File: src/rtl/idli_seq_m_if.sv
// Handshake bundle between the nibble-serial sequencer and its memory/decode/execute neighbours.
// The sequencer connects through the slave modport; whoever stimulates it uses master.
interface idli_seq_m_if;
  logic       i_seq_mem_rdy;
  logic [1:0] i_seq_ex_passes;
  logic       i_seq_ex_wait;
  logic       i_seq_redirect;
  logic [2:0] o_seq_state;
  logic [1:0] o_seq_ctr;
  logic       o_seq_last_cycle;
  logic       o_seq_pc_en;
  logic       o_seq_pc_ld;
  logic       o_seq_mem_req;
  logic       o_seq_ir_en;
  logic       o_seq_ex_en;

  modport master (
    output i_seq_mem_rdy, i_seq_ex_passes, i_seq_ex_wait, i_seq_redirect,
    input  o_seq_state, o_seq_ctr, o_seq_last_cycle, o_seq_pc_en,
           o_seq_pc_ld, o_seq_mem_req, o_seq_ir_en, o_seq_ex_en
  );

  modport slave (
    input  i_seq_mem_rdy, i_seq_ex_passes, i_seq_ex_wait, i_seq_redirect,
    output o_seq_state, o_seq_ctr, o_seq_last_cycle, o_seq_pc_en,
           o_seq_pc_ld, o_seq_mem_req, o_seq_ir_en, o_seq_ex_en
  );
endinterface

File: src/rtl/idli_seq_m.sv
// Nibble-serial instruction sequencer: IDLE -> ADDR -> DATA -> EXEC (n passes) -> ADDR or JUMP.
// Every 16-bit pass is four nibble cycles counted by ctr; stalls freeze ctr and state.
module idli_seq_m (
  input  logic        i_seq_gck,
  input  logic        i_seq_rst_n,
  idli_seq_m_if.slave seq
);

  typedef enum logic [2:0] {
    IDLE = 3'd0,
    ADDR = 3'd1,
    DATA = 3'd2,
    EXEC = 3'd3,
    JUMP = 3'd4
  } state_e;

  state_e     state_q, state_d;
  logic [1:0] ctr_q, ctr_d;
  logic [1:0] pass_q, pass_d;
  logic       ex_first_q, ex_first_d;
  logic       adv;
  logic       active;
  logic       last;

  // Encodings 5..7 behave exactly like IDLE: always advance, never report a last nibble.
  always_comb begin
    adv    = 1'b1;
    active = 1'b0;
    case (state_q)
      ADDR: active = 1'b1;
      DATA: begin
        adv    = seq.i_seq_mem_rdy;
        active = 1'b1;
      end
      EXEC: begin
        adv    = !seq.i_seq_ex_wait;
        active = 1'b1;
      end
      JUMP: active = 1'b1;
      default: begin
        adv    = 1'b1;
        active = 1'b0;
      end
    endcase
  end

  assign last = (ctr_q == 2'd3) && adv && active;

  always_comb begin
    state_d    = state_q;
    ctr_d      = adv ? ctr_q + 2'd1 : ctr_q;
    pass_d     = pass_q;
    ex_first_d = ex_first_q;
    case (state_q)
      ADDR: if (last) state_d = DATA;
      DATA: begin
        if (last) begin
          state_d    = EXEC;
          ex_first_d = 1'b1;
        end
      end
      EXEC: begin
        // Pass count is sampled once, on the first nibble that actually executes.
        if (adv && ex_first_q) begin
          pass_d     = seq.i_seq_ex_passes;
          ex_first_d = 1'b0;
        end
        if (last) begin
          if (pass_q != 2'd0) pass_d  = pass_q - 2'd1;
          else                state_d = seq.i_seq_redirect ? JUMP : ADDR;
        end
      end
      JUMP: if (last) state_d = ADDR;
      default: begin
        state_d = ADDR;
        ctr_d   = 2'd0;
      end
    endcase
  end

  always_ff @(posedge i_seq_gck or negedge i_seq_rst_n) begin
    if (!i_seq_rst_n) begin
      state_q    <= IDLE;
      ctr_q      <= 2'd0;
      pass_q     <= 2'd0;
      ex_first_q <= 1'b0;
    end else begin
      state_q    <= state_d;
      ctr_q      <= ctr_d;
      pass_q     <= pass_d;
      ex_first_q <= ex_first_d;
    end
  end

  assign seq.o_seq_state      = state_q;
  assign seq.o_seq_ctr        = ctr_q;
  assign seq.o_seq_last_cycle = last;
  assign seq.o_seq_pc_en      = (state_q == ADDR) || (state_q == JUMP);
  assign seq.o_seq_pc_ld      = (state_q == JUMP);
  assign seq.o_seq_mem_req    = (state_q == ADDR) || (state_q == DATA);
  assign seq.o_seq_ir_en      = (state_q == DATA) && seq.i_seq_mem_rdy;
  assign seq.o_seq_ex_en      = (state_q == EXEC) && !seq.i_seq_ex_wait;

endmodule

File: src/flat_wrapper.sv
// flat-port wrapper written by rule: the top's interface ports become plain ports
module idli_seq_m_flat 
  (i_seq_gck, i_seq_rst_n, seq_i_seq_mem_rdy, seq_i_seq_ex_passes, seq_i_seq_ex_wait, seq_i_seq_redirect, seq_o_seq_state, seq_o_seq_ctr, seq_o_seq_last_cycle, seq_o_seq_pc_en, seq_o_seq_pc_ld, seq_o_seq_mem_req, seq_o_seq_ir_en, seq_o_seq_ex_en);
  idli_seq_m_if seq_i ();
  input  logic i_seq_gck;
  input  logic i_seq_rst_n;
  input wire logic [$bits(seq_i.i_seq_mem_rdy)-1:0] seq_i_seq_mem_rdy;
  input wire logic [$bits(seq_i.i_seq_ex_passes)-1:0] seq_i_seq_ex_passes;
  input wire logic [$bits(seq_i.i_seq_ex_wait)-1:0] seq_i_seq_ex_wait;
  input wire logic [$bits(seq_i.i_seq_redirect)-1:0] seq_i_seq_redirect;
  output wire logic [$bits(seq_i.o_seq_state)-1:0] seq_o_seq_state;
  output wire logic [$bits(seq_i.o_seq_ctr)-1:0] seq_o_seq_ctr;
  output wire logic [$bits(seq_i.o_seq_last_cycle)-1:0] seq_o_seq_last_cycle;
  output wire logic [$bits(seq_i.o_seq_pc_en)-1:0] seq_o_seq_pc_en;
  output wire logic [$bits(seq_i.o_seq_pc_ld)-1:0] seq_o_seq_pc_ld;
  output wire logic [$bits(seq_i.o_seq_mem_req)-1:0] seq_o_seq_mem_req;
  output wire logic [$bits(seq_i.o_seq_ir_en)-1:0] seq_o_seq_ir_en;
  output wire logic [$bits(seq_i.o_seq_ex_en)-1:0] seq_o_seq_ex_en;
  assign seq_i.i_seq_mem_rdy = seq_i_seq_mem_rdy;
  assign seq_i.i_seq_ex_passes = seq_i_seq_ex_passes;
  assign seq_i.i_seq_ex_wait = seq_i_seq_ex_wait;
  assign seq_i.i_seq_redirect = seq_i_seq_redirect;
  assign seq_o_seq_state = seq_i.o_seq_state;
  assign seq_o_seq_ctr = seq_i.o_seq_ctr;
  assign seq_o_seq_last_cycle = seq_i.o_seq_last_cycle;
  assign seq_o_seq_pc_en = seq_i.o_seq_pc_en;
  assign seq_o_seq_pc_ld = seq_i.o_seq_pc_ld;
  assign seq_o_seq_mem_req = seq_i.o_seq_mem_req;
  assign seq_o_seq_ir_en = seq_i.o_seq_ir_en;
  assign seq_o_seq_ex_en = seq_i.o_seq_ex_en;
  idli_seq_m u_core (.i_seq_gck(i_seq_gck), .i_seq_rst_n(i_seq_rst_n), .seq(seq_i));
endmodule
File: config.mk
export PLATFORM = sky130hd
export DESIGN_NAME = idli_seq_m_flat
export DESIGN_NICKNAME = d
export VERILOG_FILES = /design/src/rtl/idli_seq_m_if.sv /design/src/rtl/idli_seq_m.sv /design/src/flat_wrapper.sv
export SDC_FILE = /design/constraint.sdc
export NUM_CORES = 1
export LEC_CHECK = 0
export ABC_CLOCK_PERIOD_IN_PS = 2200
export CAP_MARGIN = 20
export CELL_PAD_IN_SITES_DETAIL_PLACEMENT = 1
export CELL_PAD_IN_SITES_GLOBAL_PLACEMENT = 2
export CORE_ASPECT_RATIO = 1.25
export CORE_UTILIZATION = 25
export CTS_CLUSTER_SIZE = 30
export DETAILED_ROUTE_END_ITERATION = 10
export PLACE_DENSITY_LB_ADDON = 0.1
export SLEW_MARGIN = 15
export SYNTH_ARGS = -nofsm -noshare
export SYNTH_HDL_FRONTEND = slang
export SYNTH_SLANG_ARGS = --single-unit
File: constraint.sdc
create_clock -name i_seq_gck -period 2.2 [get_ports i_seq_gck]
set_clock_uncertainty 0.1 [all_clocks]
set_input_delay 0.44 -clock i_seq_gck [delete_from_list [all_inputs] [get_ports i_seq_gck]]
set_output_delay 0.44 -clock i_seq_gck [all_outputs]
set_load 0.05 [all_outputs]
### Word-level counts from Yosys, hierarchy flattened

Cells that the tools add are included.

* input bits: 7
* output and inout bits: 11
* flip-flop bits (word level): 8

* muxes and demuxes: 17
* add/sub/neg operators: 2
* reductions and logical operators: 13
* equal/unequal tests: 12

Operator list (count)
* two-way mux 3 bit: 6
* one-hot mux 3 bit (4 select lines): 1
* two-way mux 2 bit: 5
* != test 2 bit (second input constant): 5
* equality test 3 x 2 -> 1 bit (second input constant): 2
* logical AND 1 bit: 5
* AND reduction 5 bit: 1
* != test 2 x 1 -> 1 bit (second input constant): 2
* one-hot mux 1 bit (2 select lines): 2
* nonzero test 2 bit: 2
* OR reduction 4 bit: 1
* equality test 3 x 1 -> 1 bit (second input constant): 1
* equality test 3 bit (second input constant): 1
* two-way mux 1 bit: 3
* AND reduction 3 bit: 1
* adder 2 x 1 -> 2 bit (second input constant): 1
* equality test 2 bit (second input constant): 1
* logical OR 1 bit: 2
* subtractor 2 x 1 -> 2 bit (second input constant): 1
* zero test 1 bit: 1

### Logic depth before layout (Yosys ltp)

Gate-level depths: netlist (run 1).

* depth after elaboration: 6
* gate-level depth with buffers: 7
* gate-level depth less buffers: 7

### Worst setup path after synthesis (run 1)

No wires, ideal clock.

* path kind: flip-flop to output port
* start point: register u_core.state_q[2], in the netlist u_core.seq.o_seq_state[2]
* end point: output port seq_o_seq_last_cycle
* required time: 1660 ps
* cell stages (with the launch flop): 6
* arrival: 1919 ps
* setup slack: -259 ps
* buffers on the path: 1
* path through: dfrtp_1 clkbuf_8 and4bb_2 a311o_2 nand2_2 inv_1

* longest elaborated chain between the ends: 4

Ends and longest elaborated chain
* start: declaration: RTL line idli_seq_m.sv:17 `state_e state_q, state_d;`
* start signal: assignment: RTL line idli_seq_m.sv:88 `state_q <= state_d;`
* equality test 3 bit, or another cell as far along: RTL line idli_seq_m.sv:29 `case (state_q)`
* OR reduction 4 bit (no line) / one-hot mux 1 bit (2 select lines) (equally long branches)
* two-way mux 1 bit / logical AND 1 bit (equally long branches): RTL line idli_seq_m.sv:29, idli_seq_m.sv:47
* logical AND 1 bit *: RTL line idli_seq_m.sv:47 `assign last = (ctr_q == 2'd3) && adv && active;`
* end: declaration: RTL line flat_wrapper.sv:13 `output wire logic [$bits(seq_i.o_seq_last_cycle)-1:0] seq_o_seq_last_cycle;`

Mark *: on every way between the ends. The rest lies on a longest branch, timed or not.

### Final worst setup path (run 1)

* start point: input port seq_i_seq_ex_wait
* end point: output port seq_o_seq_last_cycle

* longest elaborated chain between the ends: 4

Ends and longest elaborated chain
* start: declaration: RTL line flat_wrapper.sv:9 `input wire logic [$bits(seq_i.i_seq_ex_wait)-1:0] seq_i_seq_ex_wait;`
* zero test 1 bit: RTL line idli_seq_m.sv:36 `adv = !seq.i_seq_ex_wait;`
* one-hot mux 1 bit (2 select lines): RTL line idli_seq_m.sv:29
* logical AND 1 bit (2 in a row): RTL line idli_seq_m.sv:47

Every way passes these cells.

==> results by group, run 1 <==
Pwr
  • Peak VDD IR: 0.389 mV
  • Pwr Density: 1210 nW/um^2
  • Part of the power in the clock network: around 11%
  • Gate power share: 66.0%
  • Sw Share: 47.2%
  • Sequential Power Share: a little under a quarter
  • Internal: around 0.6 mW
  • Net switching power: 0.534 mW
  • Tot Pwr: approximately 1.1 mW
  • P_leak: 0.416 nW

Routing
  • DRC errors left: 0
  • Drt wl/cell: 12.7 um
  • Antenna-violating nets left: 0
  • DR pass1 iterations: 5
  • DRT Wirelength: 1670 um
  • Routed vias/inst: just under 5
  • Total number of vias: 631
  • Drt initial violations: 8

Logic synthesis
  • Main synth FF type: dfrtp_1
  • Synth warnings: 0
  • Synth Instances: 70
  • Seq/Total Area, Yosys: 34.3%
  • Post-synth EDFFs: 0
  • Top post-synthesis cells by area: dfrtp_1, a21oi_1, nor2_1
  • Synthesis-stage register bit count: 8
  • Cell taking the most area after synthesis: dfrtp_1
  • Mapped Area: about 580 um^2
  • Share of the synthesized area in the top cell type: about a third
  • Commonest cells in the netlist: dfrtp_1, nor2_1, a21oi_1
  • Synth async-reset ratio: 100%
  • Synth unique cells: 31
  • Synthesized Nets: just under 80
  • Syn avg cell area: 8.33 um^2

Layout
  • Final core area utilization: 42.3%
  • Ratio of cells with drive above 1 in the final layout: a little over a third
  • Fin nets: 109
  • Synthesis-to-layout area growth: 60.3%
  • Non-filler cells in the finished layout: 131
  • Ant. Diodes: 0

Critical path
  • Critical Path AT: 1.58 ns
  • Setup CP Type: primary input to output port
  • Setup crit start kind: primary input
  • CP required: approximately 1.7 ns
  • Worst reg2reg path depth: 8
  • CP Capture Type: output port
  • CP Max Fanout: 2
  • R2R Setup Slk: 0.25 ns

Clock tree
  • Num Clock Sinks: 8
  • Clock Path Buffers: 2
  • Post-CTS Hold Buffers: 0
  • CTS buffer count: 3
  • CTS tree: built
  • Clock latency at the later pin of the worst-skew pair: around 0.26 ns
  • Htree depth: 1
  • Reg clk slew, reported paths: about 0.07 ns
  • Root Driver: clkbuf_4

Global route
  • Vias in the first global route: approximately 660
  • Largest net degree at the start of global routing: 13
  • Grt met3 use: 1.95%
  • First-pass GRT wire length: 3130 um
  • Initial antenna violation count: 0
  • Busiest layer in global routing: met2
  • Gr usage total: approximately 17%
  • Met2 usage: 25.9%
  • Global route overflow: 0
  • Met1 Resource Use GR: ~23%

Place
  • IO buf count: 17
  • # placed instances: 124
  • HPWL Detailed: about 1300 um
  • GP Congestion: 0.726

Job
  • Max_cap viols: 0

Timing
  • Period utilization: between 90 and 100%
  • Slew headroom: between 60% and 70%
  • Fmax: 0.471 GHz
  • Final setup TNS: 0 ns
  • Final Critical Period: 2.12 ns
  • Setup violation total in the final timing report: 0
  • Final Hold Viols: 0
  • Worst-Margin Slew: ~0.49 ns
  • Slew Limit Fails: 0
  • RSZ-0062 raised after global routing: no

Floorplan
  • Chip width: around 45 um
  • Core box area: approximately 2200 um^2
  • Cell Rows: 19
  • Die Ht: 56.0 um
  • Starting Density: between 20% and 30%
  • DIE AREA: 2530 um^2
  • Ports: 18

Hold path
  • Worst min-delay path class: primary input to async pin

Status
  • Outcome: finished clean
==> registers in the layout, indices dropped and copies added (netlist names) <==
name,flops
u_core.seq.o_seq_state,3
u_core.pass_q,2
u_core.seq.o_seq_ctr,2
u_core.ex_first_q,1
==> cell families (layout without fill, tap and decap cells) <==
group,after synthesis,in the layout,synth area share (%)
simple gates,31,31,30.7
mux,1,1,1.93
xor+xnor,2,2,3.00
fa+ha+maj,1,1,2.15
compound gates,19,19,20.0
buf+inv,8,38,7.94
flops,8,8,34.3
==> area by class of cell <==
cell class / instances / area, um^2
clock buffers: 4 / 26.3
fillers: 280 / 1280
inverters: 5 / 21.3
multi-input cells: 54 / 343
flip-flops and latches: 8 / 203
well taps: 31 / 38.8
repair buffers: 29 / 303
==> power groups by stage <==
stage | clock [mW] | sequential [mW] | combinational, mW
2_1_floorplan | 0 | 0.348 | 0.386
3_3_place_gp | 0 | 0.259 | 0.742
3_5_place_dp | 0 | 0.261 | 0.746
4_1_cts | 0.136 | 0.258 | 0.757
5_1_grt | 0.141 | 0.269 | 0.818
6_report | 0.128 | 0.257 | 0.747
==> repair_timing <==
action                                  CTS  global route
pin swaps                                 1             0
setup buffers                             2             1
endpoints found under the setup margin    1             2
resized for setup                         2             2
==> cell usage in the layout (no fill, tap or decap), drive strengths merged, types with 3 or more instances in the layout <==
cell,synthesis,layout
buf,2,21
a21oi,6,6
nand3,4,4
dfrtp,8,8
nor2b,3,3
inv,4,5
clkbuf,1,4
clkdlybuf4s50,0,7
o21ai,5,5
nor2,8,8
nand2b,3,3
nand2,5,5
==> per-layer routing <==
metal | routed length, um | vias up
met3 | 45 | 2
li1 | - | 309
met4 | 17 | 0
met2 | 883 | 11
met5 | 0 | -
met1 | 719 | 309
==> worst max-delay path, cell delays in order <==
cell and delay [ns]:
clkdlybuf4s50_1 0.48, nand2_1 0.07, a311o_2 0.32, nand2_2 0.07
inv_1 0.05, buf_6 0.14
==> through the flow <==
stage               instance area (um^2)  hold slack, ns  worst slack (ns)
floorplan                            591          0.0444            -0.111
global route                         935           0.410           0.00663
CTS                                  925           0.388            0.0337
finish                               935           0.377            0.0772
detailed placement                   881           0.444            -0.120
global placement                     881           0.425            -0.123
==> final timing paths <==
kind	end	startpoint
setup / recovery	seq_o_seq_last_cycle	seq_i_seq_ex_wait
hold / removal	u_core.seq.o_seq_state[0]$_DFFE_PN0P_	i_seq_rst_n
setup reg to reg	u_core.pass_q[0]$_DFFE_PN0N_	u_core.seq.o_seq_state[2]$_DFFE_PN0P_
hold reg to reg	u_core.ex_first_q$_DFFE_PN0P_	u_core.ex_first_q$_DFFE_PN0P_
max in group asynchronous	u_core.seq.o_seq_state[1]$_DFFE_PN0P_	i_seq_rst_n
min in group i_seq_gck	u_core.ex_first_q$_DFFE_PN0P_	u_core.ex_first_q$_DFFE_PN0P_
(Power assumes the default switching activity.)
==> inputs of run 2 (changes only) <==
Settings changed: CAP_MARGIN 20 to 15, TNS_END_PERCENT set to 10.
==> results by group, run 2 (same netlist as run 1, synthesis figures left out) <==
Floorplan
  • Core box area: 2210 um^2 (unchanged)
  • Starting Density: 26.4% (unchanged)
  • Chip width: 45.2 um (unchanged)
  • Ports: 18 (unchanged)
  • Die Ht: 56.0 um (unchanged)
  • Cell Rows: 19 (unchanged)
  • DIE AREA: 2530 um^2 (unchanged)

Routing
  • DRC errors left: 0 (unchanged)
  • Antenna-violating nets left: 0 (unchanged)
  • Routed vias/inst: 4.79 (-0.53%)
  • DRT Wirelength: 1810 um (+8.3%)
  • Drt initial violations: 10 (+2)
  • Total number of vias: 642 (+1.7%)
  • DR pass1 iterations: 2 (-3)
  • Drt wl/cell: 13.5 um (+5.9%)

Global route
  • Global route overflow: 0 (unchanged)
  • Largest net degree at the start of global routing: 11 (-2)
  • First-pass GRT wire length: 2980 um (-4.6%)
  • Initial antenna violation count: 0 (unchanged)
  • Gr usage total: 16.6% (-0.15 points)
  • Vias in the first global route: 649 (-2.1%)

Pwr
  • Tot Pwr: 1.16 mW (+2.2%)
  • Peak VDD IR: 0.489 mV (+26%)
  • P_leak: 0.426 nW (+2.3%)
  • Pwr Density: 1210 nW/um^2 (about the same)

Layout
  • Most frequent cells in the layout: buf_4, nor2_1, clkdlybuf4s50_1
  • Fin nets: 112 (+2.8%)
  • Commonest non-fill, non-tap cell in the layout: buf_4
  • Area of the multi-input gates: 339 um^2 (-1.1%)
  • Register area: 204 um^2 (+0.62%)
  • Ant. Diodes: 0 (unchanged)
  • Synthesis-to-layout area growth: 63.7%
  • Max FFs per register: 3 (unchanged)
  • Ratio of cells with drive above 1 in the final layout: 36.9% (+1.9 points)
  • Filler cells: 274 (-2.1%)

Timing
  • Slew Limit Fails: 0 (unchanged)
  • Final Hold Viols: 0 (unchanged)
  • Final Critical Period: 2.15 ns (+0.0295 ns)
  • Period utilization: 97.8% (+1.3 points)
  • Worst-Margin Slew: 0.489 ns (+0.00216 ns)
  • Final setup TNS: 0 ns (unchanged)
  • Slew headroom: 67.3% (-0.14 points)
  • Fmax: 0.465 GHz (-1.4%)
  • Setup violation total in the final timing report: 0 (unchanged)

Status
  • Outcome: finished clean

Critical path
  • CP Capture Type: output port
  • Setup crit start kind: register
  • Setup CP Type: register to output port
  • Critical Path AT: 1.61 ns (+0.03 ns)
  • CP Max Fanout: 6 (+4)
  • R2R Setup Slk: 0.21 ns (-0.04 ns)
  • Worst reg2reg path depth: 7 (-1)
  • CP required: 1.66 ns (about the same)

Clock tree
  • Root Driver: clkbuf_4
  • Num Clock Sinks: 8 (unchanged)
  • Clock latency at the later pin of the worst-skew pair: 0.27 ns (about the same)
  • CTS buffer count: 3 (unchanged)
  • Clock Path Buffers: 2 (unchanged)
  • Reg clk slew, reported paths: 0.07 ns (about the same)
  • Htree depth: 1 (unchanged)
  • CTS tree: built
  • Post-CTS Hold Buffers: 0 (unchanged)

Place
  • HPWL Detailed: 1370 um (+5.7%)
  • GP Congestion: 0.672 (-7.4%)
  • IO buf count: 17 (unchanged)

Job
  • Max_cap viols: 0 (unchanged)

Hold path
  • Worst min-delay path class: primary input to async pin
-- run 2: cell types whose count changed in the layout (fill, tap and decap cells not counted), sizes merged --
cell  change
buf       +3
-- run 2: layer usage --
metal / GRT usage [%] / vias up / part of all wire (%)
li1: - / 314 / -
met1: 18.9 / 309 / 41
met2: 28.0 / 14 / 55
met3: 2.92 / 5 / 2.2
met4: 9.09 / 0 / 2.0
met5: 0 / - / 0
-- run 2: final timing paths --
path	start	endpoint
min reg2reg	u_core.pass_q[1]$_DFFE_PN0N_	u_core.pass_q[1]$_DFFE_PN0N_
max in group asynchronous	i_seq_rst_n	u_core.seq.o_seq_state[1]$_DFFE_PN0P_
max reg2reg	u_core.seq.o_seq_state[1]$_DFFE_PN0P_	u_core.pass_q[0]$_DFFE_PN0N_
min in group i_seq_gck	u_core.pass_q[1]$_DFFE_PN0N_	u_core.pass_q[1]$_DFFE_PN0N_
max	u_core.seq.o_seq_state[1]$_DFFE_PN0P_	seq_o_seq_last_cycle
min	i_seq_rst_n	u_core.seq.o_seq_ctr[0]$_DFFE_PN0P_
-- run 2: per-stage QoR --
stage / hold WS (ns) / area (um^2) / setup WS, ns / std cells / utilization [%]
after floorplan: 0.0444 / 587 / -0.135 / 70 / -
after global placement: 0.424 / 892 / -0.120 / 126 / 40.4
after detailed placement: 0.445 / 892 / -0.116 / 126 / 40.4
after CTS: 0.382 / 921 / 0.000820 / 130 / 41.7
after global routing: 0.394 / 955 / -0.00299 / 134 / 43.2
final: 0.369 / 955 / 0.0477 / 134 / 43.2
-- run 2: layout make-up --
type	instances	area share, %
Timing Repair Buffer	32	34.1
Clock buffer	4	2.75
Sequential cell	8	21.4
Tap cell	31	4.06
Inverter	5	2.23
Multi-Input combinational cell	54	35.5
-- run 2: power by group --
group | leakage, nW | total (mW) | internal, mW | switching (mW)
combinational | 0.321 | 0.761 | 0.336 | 0.425
sequential | 0.0895 | 0.260 | 0.201 | 0.0593
clock | 0.0150 | 0.135 | 0.0703 | 0.0649
total | 0.426 | 1.16 | 0.607 | 0.550
-- run 2: worst max-delay path, cell delays in order, from the launching register on --
cell and delay [ns]:
dfrtp_2 0.43, or3_4 0.42, inv_4 0.09, a311o_2 0.11
nand2_2 0.05, inv_1 0.08, buf_6 0.15
-- run 2: what timing repair did --
item	CTS	global route
buffers inserted	0	4
setup endpoints to repair	1	1
pin swaps	1	1
resized for setup	2	3
